<file path="config.mk">
export PLATFORM = sky130hd
export DESIGN_NAME = serial_deserializer
export DESIGN_NICKNAME = d
export VERILOG_FILES = /design/src/rtl/serial_deserializer.sv
export SDC_FILE = /design/constraint.sdc
export NUM_CORES = 1
export LEC_CHECK = 0
export CORE_MARGIN = 4
export CORE_UTILIZATION = 47
export CTS_CLUSTER_DIAMETER = 80
export DETAILED_ROUTE_END_ITERATION = 6
export PLACE_DENSITY_LB_ADDON = 0.25
export SETUP_SLACK_MARGIN = 0.3
export SYNTH_ARGS = -nofsm -noshare
export SYNTH_HDL_FRONTEND = slang
export SYNTH_SLANG_ARGS = --single-unit
</file>
<file path="constraint.sdc">
create_clock -name clk_i -period 2.4 [get_ports clk_i]
set_input_delay 0.36 -clock clk_i [delete_from_list [all_inputs] [get_ports clk_i]]
set_output_delay 0.36 -clock clk_i [all_outputs]
set_load 0.02 [all_outputs]
</file>
<file path="src/rtl/serial_deserializer.sv">
// MSB-first serial-to-parallel converter feeding a priority encoder.
// A partial word is dropped (gap_err_o pulse) if data_val_i stays low for GAP_TIMEOUT cycles.
module serial_deserializer #(
  parameter int WIDTH       = 7,
  parameter int GAP_TIMEOUT = 8
) (
  input  logic             clk_i,
  input  logic             rst_n_i,
  input  logic             data_i,
  input  logic             data_val_i,
  output logic [WIDTH-1:0] deser_data_o,
  output logic             deser_data_val_o,
  output logic             busy_o,
  output logic             gap_err_o
);
  localparam int CW    = $clog2(WIDTH + 1);
  localparam int GW    = (GAP_TIMEOUT > 0) ? $clog2(GAP_TIMEOUT + 1) : 1;
  localparam int GT_M1 = (GAP_TIMEOUT > 0) ? GAP_TIMEOUT - 1 : 0;

  typedef enum logic {IDLE, ASSEMBLE} state_e;

  state_e           state_q, state_d;
  logic [CW-1:0]    cnt_q, cnt_d;
  logic [GW-1:0]    gap_q, gap_d;
  logic [WIDTH-1:0] shift_q, shift_d;
  logic [WIDTH-1:0] data_q, data_d;
  logic             val_q, val_d;
  logic             err_q, err_d;

  logic             last_bit;
  logic             timeout;
  logic [WIDTH-1:0] shifted;

  assign shifted  = (shift_q << 1) | WIDTH'(data_i);
  assign last_bit = data_val_i && (cnt_q == CW'(WIDTH - 1));
  // An accepted bit on the timeout cycle wins over the timeout.
  assign timeout  = (GAP_TIMEOUT > 0) && (state_q == ASSEMBLE) && !data_val_i &&
                    (gap_q == GW'(GT_M1));

  always_ff @(posedge clk_i or negedge rst_n_i) begin
    if (!rst_n_i) begin
      state_q <= IDLE;
      cnt_q   <= '0;
      gap_q   <= '0;
      shift_q <= '0;
      data_q  <= '0;
      val_q   <= 1'b0;
      err_q   <= 1'b0;
    end else begin
      state_q <= state_d;
      cnt_q   <= cnt_d;
      gap_q   <= gap_d;
      shift_q <= shift_d;
      data_q  <= data_d;
      val_q   <= val_d;
      err_q   <= err_d;
    end
  end

  always_comb begin
    state_d = state_q;
    case (state_q)
      IDLE:     if (data_val_i && !last_bit) state_d = ASSEMBLE;
      ASSEMBLE: if (last_bit || timeout)     state_d = IDLE;
      default:  state_d = IDLE;
    endcase
  end

  always_comb begin
    cnt_d   = cnt_q;
    gap_d   = gap_q;
    shift_d = shift_q;
    data_d  = data_q;
    val_d   = 1'b0;
    err_d   = 1'b0;
    if (data_val_i) begin
      gap_d   = '0;
      shift_d = shifted;
      if (last_bit) begin
        cnt_d  = '0;
        data_d = shifted;
        val_d  = 1'b1;
      end else begin
        cnt_d = cnt_q + CW'(1);
      end
    end else if (timeout) begin
      cnt_d = '0;
      gap_d = '0;
      err_d = 1'b1;
    end else if (state_q == ASSEMBLE) begin
      gap_d = gap_q + GW'(1);
    end
  end

  always_comb begin
    busy_o           = (state_q == ASSEMBLE);
    deser_data_o     = data_q;
    deser_data_val_o = val_q;
    gap_err_o        = err_q;
  end
endmodule

</file>
==> summary.txt <==
Cells and area
  • P&R area growth vs syn: 20.10%
  • Multi-input gate area: 359.1 um^2
  • Seq. cell area: 575.6 um^2
  • FILL cells: 176
  • Share of layout cells above drive strength 1: roughly a quarter
  • N_diodes: 0
  • Fin nets: 96
  • Finished Core Util: 59.28%

Floorplan
  • Core area: 0.001942 mm^2
  • Die Y: 53.16 um
  • Row Count: 16
  • Chip width: 53.16 um
  • DIE AREA: 0.002825 mm^2
  • # IOs: 14
  • Initial Utilization: 49.36%

Critical path
  • Worst path top cell family by delay: buffers and inverters
  • CP Data Required Time: 2.04 ns
  • Max incr delay on CP: 0.66 ns
  • Crit path kind: register to output port
  • Worst Setup Start Kind: register
  • Crit path buf inv count: 1
  • CP endpoint kind: output port
  • Crit-path slowest cell: clkdlybuf4s50_1
  • CP max FO: 8
  • Arr. time, crit path: 1.46 ns
  • Cell Chain, Critical Path: clkdlybuf4s50_1

Global routing
  • Gr usage total: 13.59%
  • Gr ovfl total: 0
  • Initial antenna violation count: 0
  • Number of global-route vias before repair: 604
  • Largest net degree at the start of global routing: 24
  • First-pass GRT wire length: about 2700 um

Clocking
  • Resized cells post-CTS: 0
  • Num CTS Buffers: 3
  • CTS Hold Buffers Added: 0
  • CTS Buffer Depth: 2
  • Post-CTS Setup Bufs: 0
  • Clock-pin transition on the worst setup and hold timing paths: 0.12 ns
  • Clk_lat worst skew: 0.30 ns
  • H-tree lvl count: 1
  • CTS tree: done
  • CTS sink count: 23
  • Root Driver: clkbuf_4

Routing
  • DR DRC count: 0
  • Via/cell ratio: about 5.0
  • WL final: 1476 um
  • Final ANT Viol Nets: 0
  • Drt wl/cell: 12.83 um
  • Vias: 576
  • DRT Pass-1 Iters: 2
  • Initial DRC Count: 5

Placed design
  • Post-DP HPWL: 1099 um
  • RePlAce Congestion: 0.7213
  • Port Buffer Count: 13

Yosys
  • Main combinational cell family by area after synthesis: multiplexers
  • Syn Area/Cell: 13.50 um^2
  • Async SR Flop Fraction: 100.0%
  • Share of the yosys chip area belonging to registers: 60.05%
  • Dominant cell type by area after synthesis: dfrtp_1
  • Top cell type's share of synthesized area: about 60%
  • Ys Warns: 0
  • Count of cell types in the netlist: 24
  • Synth Area in Adders: 3.916%
  • Post-synthesis instance total: 71
  • Mapped Area: 958.4 um^2
  • Syn_nets: 78
  • EDFF count, synth: 0
  • Top cells by area, synth: dfrtp_1 (60%), mux2_2 (16%), ha_1 (3.9%), nand2_1 (2.7%), inv_1 (1.2%)
  • Post-synthesis mux area share: 17.49%
  • #FFs+latches synth: 23
  • XOR/XNOR Fraction of Synth Area: 0.9138%
  • Area fraction in compound gates after synthesis: 5.744%
  • Most frequently used flop master after synthesis: dfrtp_1
  • Simple-Gate Fraction of Synth Area: 9.399%

Timing
  • Final setup vio count: 0
  • Setup_tns: 0 ns
  • Max Clock Freq: 548.0 MHz
  • Final hold viol count: 0
  • Worst slew pin tran: 0.3775 ns
  • Max-Slew Margin vs Limit: ~75%
  • RSZ-0062 raised after global routing: no
  • Fin. max-slew vios: 0
  • Final Critical Period: roughly 1.8 ns
  • Fin crit share: 76.04%
  • Setup Skew: 0.0007758 ns

Power and ir drop
  • PwrDens: 966.4 mW/mm^2
  • IR drop worst, VDD: 625.7 uV
  • Static Leak: 0.5297 nW

Job
  • Max-cap violations: 0

Run status
  • Status: completed

Hold path
  • Worst min path class: primary input to asynchronous set/reset pin
## placed cells by master (no fill, tap or decap)
cell / synthesis / layout
o31ai_1: 1 / 1
and3_1: 1 / 1
mux2_2: 14 / 14
o32ai_1: 1 / 1
nor2_1: 3 / 3
o21ai_0: 1 / 1
dfrtp_1: 23 / 23
and2_1: 1 / 1
clkdlybuf4s50_1: 0 / 13
nand4_1: 1 / 1
a21o_1: 1 / 1
clkbuf_1: 0 / 1
a21oi_2: 1 / 1
inv_1: 3 / 3
nand2_1: 7 / 7
or3_1: 1 / 1
mux2i_1: 1 / 1
nand3_2: 1 / 1
a41oi_1: 1 / 1
buf_4: 1 / 2
o2bb2ai_1: 1 / 1
and3b_2: 1 / 1
or2b_1: 1 / 1
ha_1: 3 / 3
clkbuf_4: 0 / 3
xor2_1: 1 / 1
## Yosys cell counts, types with 3 or more instances
library cell,n
nand2_1,7
ha_1,3
mux2_2,14
nor2_1,3
inv_1,3
dfrtp_1,23
## path summary, 6_finish.rpt
check	end	slack, ns	start	cells past startpoint
max	busy_o	0.58	busy_o$_DFF_PN0_	1
min	gap_q[1]$_DFFE_PN0P_	0.39	rst_n_i	2
max reg2reg	deser_data_o[5]$_DFFE_PN0P_	1.07	cnt_q[0]$_DFFE_PN0P_	4
min reg2reg	deser_data_o[4]$_DFFE_PN0P_	0.52	deser_data_o[4]$_DFFE_PN0P_	1
max in group asynchronous	deser_data_val_o$_DFF_PN0_	1.80	rst_n_i	2
min in group clk_i	deser_data_o[4]$_DFFE_PN0P_	0.52	deser_data_o[4]$_DFFE_PN0P_	1
## cell families (layout without fill, tap and decap cells)
| group | Yosys count | count (layout) |
|---|---|---|
| muxes | 15 | 15 |
| adders and majority gates | 3 | 3 |
| xor gates and xnor gates | 1 | 1 |
| AOI/OAI and AO/OA | 7 | 7 |
| buffers and inverters | 5 | 22 |
| and+or+nand+nor | 17 | 17 |
| DFF | 23 | 23 |
## through the flow
step           area [um^2]  setup slack [ns]  hold slack, ns  std cells  total power [mW]
6_report              1151            0.5751          0.3864        115             1.112
5_1_grt               1151            0.5040          0.4111        115             1.184
4_1_cts               1151            0.5701          0.3959        115             1.121
3_5_place_dp          1125            0.6034          0.4973        111            0.9512
3_3_place_gp          1125            0.6405          0.4945        111            0.9412
2_1_floorplan        958.4             1.178         0.06441         71            0.7776
## state kept, by name, summed over array words and instances (netlist names)
| name | flops |
|---|---|
| deser_data_o | 7 |
| busy_o | 1 |
| gap_q | 4 |
| shift_q | 6 |
| deser_data_val_o | 1 |
| gap_err_o | 1 |
| cnt_q | 3 |
## final cells by class
class,instances,area share [%]
Sequential cell,23,50.00
Multi-Input combinational cell,43,31.20
Timing Repair Buffer,15,12.61
Tap cell,27,2.935
Clock buffer,4,2.283
Inverter,3,0.9783
## where the power goes
| group | internal, mW | switching (mW) |
|---|---|---|
| clock | 0.0647 | 0.109 |
| sequential | 0.494 | 0.0773 |
| combinational | 0.205 | 0.163 |
| total | 0.763 | 0.349 |
## per-layer routing
metal  track usage [%]  part of all wire [%]  vias up  wire length (um)
met5                 0                     0        -                 0
met4             6.383                  0.81        0                12
met1             18.95                    51      284               760
met3             3.380                   2.9        2                43
met2             19.63                    45        7               659
li1                  -                     -      283                 -
Note: power is estimated with default switching activity, not from simulation.
